`config.mk`:
```
export PLATFORM = sky130hd
export DESIGN_NAME = gpio_cfg_chain_ctrl_flat
export DESIGN_NICKNAME = d
export VERILOG_FILES = /design/src/rtl/gpio_cfg_chain_ctrl_if.sv /design/src/rtl/gpio_cfg_chain_ctrl.sv /design/src/flat_wrapper.sv
export SDC_FILE = /design/constraint.sdc
export NUM_CORES = 1
export LEC_CHECK = 0
export BUFFER_PORTS_ARGS = -buffer_cell sky130_fd_sc_hd__buf_2
export CELL_PAD_IN_SITES_DETAIL_PLACEMENT = 1
export CELL_PAD_IN_SITES_GLOBAL_PLACEMENT = 1
export CORE_MARGIN = 1
export CORE_UTILIZATION = 40
export DETAILED_ROUTE_END_ITERATION = 12
export PLACE_DENSITY_LB_ADDON = 0.1
export SYNTH_ARGS = -nofsm -noshare
export SYNTH_HDL_FRONTEND = slang
export SYNTH_SLANG_ARGS = --single-unit
```
`constraint.sdc`:
```
create_clock -name mclk -period 12.7 [get_ports mclk]
set_input_delay 3.81 -clock mclk [delete_from_list [all_inputs] [get_ports mclk]]
set_output_delay 3.81 -clock mclk [all_outputs]
set_load 0.03 [all_outputs]
```
`src/rtl/gpio_cfg_chain_ctrl_if.sv`:
```
// gpio_cfg_chain_ctrl_if
// Register-bus side of the GPIO pad configuration chain master. It groups the
// shadow-register access, the sequence control and the status signals.
//   master : SoC register bus. It drives cfg_wr/cfg_addr/cfg_wdata/start/clk_div
//            and observes cfg_rdata/busy/done/rb_mismatch.
//   slave  : the chain controller. It has the opposite directions.
interface gpio_cfg_chain_ctrl_if #(
  parameter int NUM_PADS  = 6,
  parameter int CTRL_BITS = 16,
  parameter int DIV_W     = 8
);

  localparam int AW = (NUM_PADS > 1) ? $clog2(NUM_PADS) : 1;

  logic                 cfg_wr;       // shadow write strobe
  logic [AW-1:0]        cfg_addr;     // pad index for write/read
  logic [CTRL_BITS-1:0] cfg_wdata;    // shadow write data
  logic [CTRL_BITS-1:0] cfg_rdata;    // shadow word at cfg_addr, 0 when out of range
  logic                 start;        // single-cycle request for a shift+load sequence
  logic [DIV_W-1:0]     clk_div;      // serial_clock half-period minus 1, in mclk cycles
  logic                 busy;         // sequence in progress
  logic                 done;         // one-cycle pulse at sequence end
  logic                 rb_mismatch;  // sticky readback error flag

  modport master (
    output cfg_wr, cfg_addr, cfg_wdata, start, clk_div,
    input  cfg_rdata, busy, done, rb_mismatch
  );

  modport slave (
    input  cfg_wr, cfg_addr, cfg_wdata, start, clk_div,
    output cfg_rdata, busy, done, rb_mismatch
  );

endinterface

```
`src/rtl/gpio_cfg_chain_ctrl.sv`:
```
// gpio_cfg_chain_ctrl
// Master for the daisy-chained GPIO pad configuration shift chain. It keeps one
// CTRL_BITS shadow word per pad. On start it shifts the whole image into the
// chain, with pad NUM_PADS-1 first and the MSB first within each word. The bit
// rate is programmable. After the shift it pulses serial_load. The bits that
// come back from the chain tail are compared against the image committed by
// the previous sequence, and any difference sets the sticky rb_mismatch flag.
// Ports:
//   mclk, reset        : block clock, synchronous active-high reset
//   bus (slave)        : shadow access, start/clk_div, busy/done/rb_mismatch
//   serial_shift_rstn  : chain shift-register reset (active low, registered ~reset)
//   serial_clock       : chain shift clock
//   serial_load        : chain load strobe
//   serial_data_out    : data into the chain head
//   serial_data_in     : data from the chain tail
module gpio_cfg_chain_ctrl #(
  parameter int                   NUM_PADS    = 6,
  parameter int                   CTRL_BITS   = 16,
  parameter int                   DIV_W       = 8,
  parameter logic [CTRL_BITS-1:0] DEFAULT_CFG = 16'h3000
) (
  input  logic                 mclk,
  input  logic                 reset,
  gpio_cfg_chain_ctrl_if.slave bus,
  output logic                 serial_shift_rstn,
  output logic                 serial_clock,
  output logic                 serial_load,
  output logic                 serial_data_out,
  input  logic                 serial_data_in
);

  localparam int                   CHAIN_LEN     = NUM_PADS * CTRL_BITS;
  localparam int                   KW            = $clog2(CHAIN_LEN + 1);
  localparam int                   AW            = (NUM_PADS > 1) ? $clog2(NUM_PADS) : 1;
  localparam logic [KW-1:0]        LAST_BIT      = KW'(CHAIN_LEN - 1);
  localparam logic [CHAIN_LEN-1:0] DEFAULT_IMAGE = {NUM_PADS{DEFAULT_CFG}};

  typedef enum logic [2:0] {
    S_IDLE     = 3'd0,
    S_SHIFT_LO = 3'd1,
    S_SHIFT_HI = 3'd2,
    S_GAP      = 3'd3,
    S_LOAD     = 3'd4,
    S_DONE     = 3'd5
  } state_e;

  // Stream bit k of a flattened image. Pad NUM_PADS-1 occupies the top of the
  // image, so stream bit k is image[CHAIN_LEN-1-k]. A shift is used instead of
  // an index so the index width never has to match the image size.
  function automatic logic stream_bit(input logic [CHAIN_LEN-1:0] image,
                                      input logic [KW-1:0]        k);
    logic [CHAIN_LEN-1:0] shifted;
    shifted = image >> (LAST_BIT - k);
    return shifted[0];
  endfunction

  state_e                 state_q, state_d;
  logic [DIV_W-1:0]       phase_q, phase_d;
  logic [DIV_W-1:0]       div_q, div_d;
  logic [KW-1:0]          bit_q, bit_d;
  logic [CTRL_BITS-1:0]   shadow_q [NUM_PADS];
  logic [CTRL_BITS-1:0]   shadow_d [NUM_PADS];
  logic [CHAIN_LEN-1:0]   commit_q, commit_d;
  logic                   commit_valid_q, commit_valid_d;
  logic                   busy_q, busy_d;
  logic                   done_q, done_d;
  logic                   mismatch_q, mismatch_d;
  logic                   sclk_q, sclk_d;
  logic                   sload_q, sload_d;
  logic                   sdo_q, sdo_d;
  logic                   srstn_q;

  logic [CHAIN_LEN-1:0]   image_s;
  logic [CTRL_BITS-1:0]   rdata_s;
  logic                   last_phase_s;

  // Flatten the shadow file into the image in stream order.
  always_comb begin
    image_s = {CHAIN_LEN{1'b0}};
    for (int p = 0; p < NUM_PADS; p++) begin
      image_s[p*CTRL_BITS +: CTRL_BITS] = shadow_q[p];
    end
  end

  // Combinational shadow read. Addresses past the last pad read as zero.
  always_comb begin
    rdata_s = {CTRL_BITS{1'b0}};
    for (int p = 0; p < NUM_PADS; p++) begin
      if (bus.cfg_addr == AW'(p)) begin
        rdata_s = shadow_q[p];
      end else begin
        rdata_s = rdata_s;
      end
    end
  end

  // Shadow writes land only while idle, so the image is frozen while it shifts.
  always_comb begin
    shadow_d = shadow_q;
    if (bus.cfg_wr && (state_q == S_IDLE)) begin
      for (int p = 0; p < NUM_PADS; p++) begin
        if (bus.cfg_addr == AW'(p)) begin
          shadow_d[p] = bus.cfg_wdata;
        end else begin
          shadow_d[p] = shadow_q[p];
        end
      end
    end else begin
      shadow_d = shadow_q;
    end
  end

  assign last_phase_s = (phase_q == div_q);

  // Sequencer next state: each non-idle timed state lasts div_q+1 cycles.
  always_comb begin
    state_d        = state_q;
    phase_d        = phase_q;
    div_d          = div_q;
    bit_d          = bit_q;
    commit_d       = commit_q;
    commit_valid_d = commit_valid_q;
    mismatch_d     = mismatch_q;
    case (state_q)
      S_IDLE: begin
        phase_d = {DIV_W{1'b0}};
        if (bus.start) begin
          div_d      = bus.clk_div;
          mismatch_d = 1'b0;
          bit_d      = {KW{1'b0}};
          state_d    = S_SHIFT_LO;
        end else begin
          state_d = S_IDLE;
        end
      end
      S_SHIFT_LO: begin
        if (last_phase_s) begin
          phase_d = {DIV_W{1'b0}};
          state_d = S_SHIFT_HI;
          // The tail is sampled just before the rising edge that would shift
          // it out, so it still holds the previously loaded bit k.
          if (commit_valid_q && (serial_data_in != stream_bit(commit_q, bit_q))) begin
            mismatch_d = 1'b1;
          end else begin
            mismatch_d = mismatch_q;
          end
        end else begin
          phase_d = phase_q + DIV_W'(1);
        end
      end
      S_SHIFT_HI: begin
        if (last_phase_s) begin
          phase_d = {DIV_W{1'b0}};
          bit_d   = bit_q + KW'(1);
          if (bit_q == LAST_BIT) begin
            state_d = S_GAP;
          end else begin
            state_d = S_SHIFT_LO;
          end
        end else begin
          phase_d = phase_q + DIV_W'(1);
        end
      end
      S_GAP: begin
        if (last_phase_s) begin
          phase_d = {DIV_W{1'b0}};
          state_d = S_LOAD;
        end else begin
          phase_d = phase_q + DIV_W'(1);
        end
      end
      S_LOAD: begin
        if (last_phase_s) begin
          phase_d        = {DIV_W{1'b0}};
          commit_d       = image_s;
          commit_valid_d = 1'b1;
          state_d        = S_DONE;
        end else begin
          phase_d = phase_q + DIV_W'(1);
        end
      end
      S_DONE: begin
        phase_d = {DIV_W{1'b0}};
        state_d = S_IDLE;
      end
      default: begin
        phase_d = {DIV_W{1'b0}};
        state_d = S_IDLE;
      end
    endcase
  end

  // Outputs are decoded from the next state so that they are registered and
  // line up exactly with the state they describe.
  always_comb begin
    busy_d  = 1'b0;
    done_d  = 1'b0;
    sclk_d  = 1'b0;
    sload_d = 1'b0;
    sdo_d   = 1'b0;
    case (state_d)
      S_SHIFT_LO: begin
        busy_d = 1'b1;
        // New data is presented only on entry and held through the high phase.
        if (state_q == S_SHIFT_LO) begin
          sdo_d = sdo_q;
        end else begin
          sdo_d = stream_bit(image_s, bit_d);
        end
      end
      S_SHIFT_HI: begin
        busy_d = 1'b1;
        sclk_d = 1'b1;
        sdo_d  = sdo_q;
      end
      S_GAP: begin
        busy_d = 1'b1;
      end
      S_LOAD: begin
        busy_d  = 1'b1;
        sload_d = 1'b1;
      end
      S_DONE: begin
        done_d = 1'b1;
      end
      S_IDLE: begin
        busy_d = 1'b0;
      end
      default: begin
        busy_d = 1'b0;
      end
    endcase
  end

  // State, shadow file, committed image and registered outputs.
  always_ff @(posedge mclk) begin
    if (reset) begin
      state_q        <= S_IDLE;
      phase_q        <= {DIV_W{1'b0}};
      div_q          <= {DIV_W{1'b0}};
      bit_q          <= {KW{1'b0}};
      for (int p = 0; p < NUM_PADS; p++) begin
        shadow_q[p] <= DEFAULT_CFG;
      end
      commit_q       <= DEFAULT_IMAGE;
      commit_valid_q <= 1'b0;
      busy_q         <= 1'b0;
      done_q         <= 1'b0;
      mismatch_q     <= 1'b0;
      sclk_q         <= 1'b0;
      sload_q        <= 1'b0;
      sdo_q          <= 1'b0;
      srstn_q        <= 1'b0;
    end else begin
      state_q        <= state_d;
      phase_q        <= phase_d;
      div_q          <= div_d;
      bit_q          <= bit_d;
      shadow_q       <= shadow_d;
      commit_q       <= commit_d;
      commit_valid_q <= commit_valid_d;
      busy_q         <= busy_d;
      done_q         <= done_d;
      mismatch_q     <= mismatch_d;
      sclk_q         <= sclk_d;
      sload_q        <= sload_d;
      sdo_q          <= sdo_d;
      srstn_q        <= 1'b1;
    end
  end

  assign bus.cfg_rdata      = rdata_s;
  assign bus.busy           = busy_q;
  assign bus.done           = done_q;
  assign bus.rb_mismatch    = mismatch_q;
  assign serial_shift_rstn  = srstn_q;
  assign serial_clock       = sclk_q;
  assign serial_load        = sload_q;
  assign serial_data_out    = sdo_q;

endmodule

```
`src/flat_wrapper.sv`:
```
// flat-port wrapper written by rule: the top's interface ports become plain ports
module gpio_cfg_chain_ctrl_flat 
#(
  parameter int                   NUM_PADS    = 6,
  parameter int                   CTRL_BITS   = 16,
  parameter int                   DIV_W       = 8,
  parameter logic [CTRL_BITS-1:0] DEFAULT_CFG = 16'h3000
)
  (mclk, reset, serial_shift_rstn, serial_clock, serial_load, serial_data_out, serial_data_in, bus_cfg_wr, bus_cfg_addr, bus_cfg_wdata, bus_start, bus_clk_div, bus_cfg_rdata, bus_busy, bus_done, bus_rb_mismatch);
  gpio_cfg_chain_ctrl_if #(.NUM_PADS(NUM_PADS), .CTRL_BITS(CTRL_BITS), .DIV_W(DIV_W)) bus_i ();
  input  logic mclk;
  input  logic reset;
  output logic serial_shift_rstn;
  output logic serial_clock;
  output logic serial_load;
  output logic serial_data_out;
  input  logic serial_data_in;
  input wire logic [$bits(bus_i.cfg_wr)-1:0] bus_cfg_wr;
  input wire logic [$bits(bus_i.cfg_addr)-1:0] bus_cfg_addr;
  input wire logic [$bits(bus_i.cfg_wdata)-1:0] bus_cfg_wdata;
  input wire logic [$bits(bus_i.start)-1:0] bus_start;
  input wire logic [$bits(bus_i.clk_div)-1:0] bus_clk_div;
  output wire logic [$bits(bus_i.cfg_rdata)-1:0] bus_cfg_rdata;
  output wire logic [$bits(bus_i.busy)-1:0] bus_busy;
  output wire logic [$bits(bus_i.done)-1:0] bus_done;
  output wire logic [$bits(bus_i.rb_mismatch)-1:0] bus_rb_mismatch;
  assign bus_i.cfg_wr = bus_cfg_wr;
  assign bus_i.cfg_addr = bus_cfg_addr;
  assign bus_i.cfg_wdata = bus_cfg_wdata;
  assign bus_i.start = bus_start;
  assign bus_i.clk_div = bus_clk_div;
  assign bus_cfg_rdata = bus_i.cfg_rdata;
  assign bus_busy = bus_i.busy;
  assign bus_done = bus_i.done;
  assign bus_rb_mismatch = bus_i.rb_mismatch;
  gpio_cfg_chain_ctrl #(.NUM_PADS(NUM_PADS), .CTRL_BITS(CTRL_BITS), .DIV_W(DIV_W), .DEFAULT_CFG(DEFAULT_CFG)) u_core (.mclk(mclk), .reset(reset), .bus(bus_i), .serial_shift_rstn(serial_shift_rstn), .serial_clock(serial_clock), .serial_load(serial_load), .serial_data_out(serial_data_out), .serial_data_in(serial_data_in));
endmodule
```
==> results by stage <==
Detailed routing:
- For this run, the detailed router's first-pass iteration total came to 8.
- In the final routed layout, each cell accounts on average for around 24 µm.
- After detailed routing, the number of remaining DRC violations is 10.
- After detailed routing, the total wire length is between 30 and 40 mm.
- For this block, the initial DRC count from the detailed router was 668.
- The total number of vias is between 9000 and 10000.
- After detailed routing, the number of vias per cell comes to 5.841.
- Once detail routing completed, the nets flagged for antenna violations numbered 0.

STA:
- The total of endpoints with negative setup slack in the final report is 0.
- The number of slew-limit violations in the final report is 0.
- The transition time at the pin with the least slew margin is 1326 ps.
- Across all hold checks on the routed design, the worst slack comes to ~450 ps.
- The number of hold violations in the final report came to 0.
- The worst path needs 9591 ps of the cycle, external delays included.
- Setup repair after global routing left no endpoint under its margin.
- The part of the cycle the worst path needs is 75.52%.
- In this run the tightest slew margin relative to its limit is roughly a tenth.
- Based on the critical path, the design can be clocked at up to about 100 MHz.
- Between clock sinks in the finished design, the worst skew comes to around 14 ps.
- The sum of negative setup slack is 0 ps.

Pwr:
- The power density over the cells is 136.3 nW/µm².
- Combinational logic is responsible for approximately 8.7% of the overall power.
- Internal power comes to 1213 µW.
- In this run switching power makes up about 26% of total power.
- For this design the static power due to leakage is 0.004543 µW.
- The switching power summed over all nets is approximately 420 µW.
- The maximum vdd ir drop is roughly 0.072 mV.
- The clock network fraction of total power is a little under half.
- Total power for the finished layout comes to ~1600 µW.
- Registers are responsible for 45.5% of the overall power.

Worst setup path:
- Traced cell by cell, the critical path runs through buf_2 -> buf_4 -> and2_1 -> a21oi_1 -> o221ai_1 -> buf_2.
- For the worst setup path, the data required time is 8890 ps.
- The path type of the worst setup path is in -> out.
- The worst setup path is captured at an output port.
- The largest incremental delay on the critical path is about 600 ps.
- By instance count, the cell type seen most on the critical path is sky130_fd_sc_hd__buf_2.
- The worst reg2reg path startpoint is u_core.phase_q[5].
- In this run the critical register-to-register path is captured at u_core.serial_data_out.
- The count of buffer and inverter cells on the critical path is 3.
- The worst-path cell with the longest stage delay is sky130_fd_sc_hd__and2_1.
- STA classifies the critical path startpoint as an input port.
- The path depth of the worst reg2reg path is 11.
- Along the worst path, the maximum fanout reaches 42.
- At the worst endpoint, the arrival time is just under 6000 ps.
- The minimum setup slack among reg-to-reg paths is around 9000 ps.
- Among cell families on the critical path, the largest total delay comes from buffers and inverters.

Synthesis:
- After synthesis, the share of flip-flops with an asynchronous set or reset is 0%.
- The part of the Yosys area used for sequential elements is approximately 42%.
- After synthesis, the mean cell area works out to roughly 8 µm².
- The largest total area in the synthesized netlist belongs to sky130_fd_sc_hd__dfxtp_1.
- The number of register bits inferred by synthesis is around 230.
- The synthesis warning total is 0.
- The count of unique library cells instantiated by Yosys is a little over 60.
- After synthesis, the cell types taking the most area are sky130_fd_sc_hd__dfxtp_1 (42%), sky130_fd_sc_hd__nand2_1 (16%), sky130_fd_sc_hd__a21oi_1 (9.2%).
- The count of flip-flops with a built-in enable after synthesis is 0.
- After synthesis the cells add up to between 10000 and 15000 µm².
- When the netlist entered floorplanning its net count stood at ~1300.
- The fraction of post-synthesis cell area in the top cell type by area is between 40% and 50%.
- For this run, the leading register cell type out of synthesis is sky130_fd_sc_hd__dfxtp_1.
- The post-synthesis instance total is ~1300.

Floorplanning:
- The area inside the core boundary is ~26000 µm².
- The initialized floorplan defines 59 standard-cell rows.
- During I/O placement, the number of pins put on the boundary was 55.
- The die span in x is about 170 µm.
- The die outline height is roughly 170 µm.
- The initial core utilization is between 40% and 50%.
- The floorplan step defined a die boundary enclosing around 27000 µm².

Min path:
- The worst hold path belongs to the class reg -> reg.
- The capture endpoint of the worst hold path is u_core.commit_q[95].
- Counting instances, the worst hold path has a depth of 2.
- The worst hold path begins at u_core.commit_q[95].

Global route:
- The number of antenna violations at the first check in global routing came to 2.
- Global routing used approximately 29% of the available tracks across all layers.
- The global-route wire length before repair is 58.48 mm.
- The via count of the first global-routing pass is between 9000 and 10000.
- The residual overflow from global routing is 0.
- Entering global routing, the biggest net connects roughly 110 pins.

Clocking:
- The TritonCTS clock tree is built.
- The clock passes through at most 3 buffers.
- After clock tree synthesis, the setup repair step added 0 buffers.
- The number of buffers added to fix hold violations after cts is 0.
- The number of clock buffers inserted by TritonCTS is 25.
- In this run the number of H-tree levels came out at 1.
- CTS placed an instance of sky130_fd_sc_hd__clkbuf_16 at the clock tree root.
- After clock tree synthesis, the clock-pin slew on the worst setup and hold paths is 60 ps.
- The count of clock tree sinks is between 200 and 250.
- After clock tree synthesis, the repair step resized 0 gates.
- The insertion delay to the later sink of the worst-skew pair is between 500 and 600 ps.

Status:
- The flow ran to the end, but the final reports show violations.
- The checks that failed: design-rule violations.

Flow run:
- The count of maximum capacitance violations is 0.

Final layout:
- The repair_antennas step left the layout with diodes totalling 0.
- From synthesis to final layout, the design area changed by 12.04%.
- The share of cells above drive strength 1 is between 10% and 20%.
- Counting the fill cells in the layout gives around 3200.
- The net total in the final layout is about 1300.

Placement:
- At the end of routability-driven placement, the weighted congestion stood at 0.8823.
- The count of buffers inserted at the top-level ports is 54.
- After legalization and detailed placement, the total HPWL measured around 27 mm.
==> synth_stat cells (all sizes together) (4+ instances only) <==
library cell  instances
nand3                37
a32oi                 5
inv                  10
o21ai                 5
and3                  6
nor2                 44
nor3                  7
dfxtp               226
o22ai                 7
a31oi                 4
nand2b                6
or2                   5
mux2i                83
a22oi                 4
o221ai               11
a21oi               197
nand2               448
and2                  8
xor2                 13
mux4                 36
nor4                  4
or4                   4
buf                  22
clkbuf               73
==> how the worst max path moves through the flow <==
stage | startpoint | cells after the start | to | slack (ps)
floorplan | bus_cfg_addr[0] | 5 | bus_cfg_rdata[12] | 3080
global placement | bus_cfg_addr[0] | 6 | bus_cfg_rdata[9] | 3150
detailed placement | bus_cfg_addr[0] | 6 | bus_cfg_rdata[9] | 3120
CTS | bus_cfg_addr[0] | 6 | bus_cfg_rdata[8] | 3100
global route | bus_cfg_addr[0] | 7 | bus_cfg_rdata[8] | 2930
finish | bus_cfg_addr[0] | 6 | bus_cfg_rdata[7] | 3110
==> power by group through the flow <==
stage	combinational (µW)	clock (µW)	sequential, µW
floorplan	97.4	0	748
global placement	139	0	759
detailed placement	141	0	759
CTS	141	761	743
global route	153	787	744
finish	142	749	743
==> logic make-up (layout without fill, tap and decap cells) <==
| kind of cell | Yosys count | count (layout) | share of synthesized area [%] |
|---|---|---|---|
| AO/OA/AOI/OAI | 259 | 259 | 13.75 |
| XOR/XNOR | 16 | 16 | 1.310 |
| adder cells (fa/ha/maj) | 3 | 3 | 0.3509 |
| buffers and inverters | 106 | 124 | 4.105 |
| flip-flops | 226 | 226 | 42.29 |
| multiplexers | 120 | 120 | 15.90 |
| AND/OR/NAND/NOR | 581 | 581 | 22.29 |
==> routing by layer <==
| layer | vias up | global-route usage, % | wire length, µm |
|---|---|---|---|
| li1 | 4506 | - | - |
| met1 | 4885 | 38.41 | 17560 |
| met2 | 251 | 47.10 | 18250 |
| met3 | 78 | 4.421 | 2045 |
| met4 | 0 | 9.752 | 1362 |
| met5 | - | 0 | 0 |
==> cell usage in the layout (no fill, tap or decap), types with 7 or more instances in the layout <==
cell type / instances
sky130_fd_sc_hd__dfxtp_1: 225
sky130_fd_sc_hd__o22ai_1: 7
sky130_fd_sc_hd__nand3_1: 36
sky130_fd_sc_hd__mux4_1: 13
sky130_fd_sc_hd__mux4_2: 23
sky130_fd_sc_hd__and2_1: 8
sky130_fd_sc_hd__xor2_1: 13
sky130_fd_sc_hd__clkbuf_16: 25
sky130_fd_sc_hd__buf_4: 15
sky130_fd_sc_hd__nor2_1: 44
sky130_fd_sc_hd__clkbuf_8: 8
sky130_fd_sc_hd__buf_2: 53
sky130_fd_sc_hd__mux2i_1: 83
sky130_fd_sc_hd__inv_1: 10
sky130_fd_sc_hd__o221ai_1: 11
sky130_fd_sc_hd__nand2_1: 448
sky130_fd_sc_hd__a21oi_1: 197
==> registers in the layout (all words and copies together) (netlist names) <==
register                  cells
u_core.serial_shift_rstn      1
u_core.image_s               96
u_core.state_q                3
u_core.bus.done               1
u_core.phase_q                8
u_core.div_q                  8
u_core.serial_data_out        1
u_core.commit_valid_q         1
u_core.commit_q              96
u_core.serial_load            1
u_core.bus.rb_mismatch        1
u_core.serial_clock           1
u_core.bit_q                  7
u_core.bus.busy               1
==> worst min-delay path, cell delays in order (launching register included) <==
cell and delay, ps:
sky130_fd_sc_hd__dfxtp_1 300, sky130_fd_sc_hd__nand2_1 50, sky130_fd_sc_hd__a21oi_1 50
==> metrics by stage <==
| step | cells | instance area (µm²) | util, % | setup slack (ps) |
|---|---|---|---|---|
| 5_1_grt | 1664 | 11990 | 45.87 | 2931 |
| 4_1_cts | 1664 | 11990 | 45.87 | 3100 |
| 3_3_place_gp | 1620 | 11150 | 42.66 | 3154 |
| 3_5_place_dp | 1620 | 11150 | 42.66 | 3123 |
| 2_1_floorplan | 1311 | 10700 | - | 3084 |
| 6_report | 1664 | 11990 | 45.87 | 3109 |
==> cell type report <==
type | count | area [µm²] | area share [%]
tap | 335 | 419.2 | 3.497
clock buffer | 38 | 754.5 | 6.294
inverter | 11 | 41.29 | 0.3444
sequential | 226 | 4526 | 37.75
multi-input combinational | 979 | 5774 | 48.17
timing repair buffer | 69 | 389.1 | 3.246
clock inverter | 6 | 83.83 | 0.6993
(Power assumes the default switching activity.)
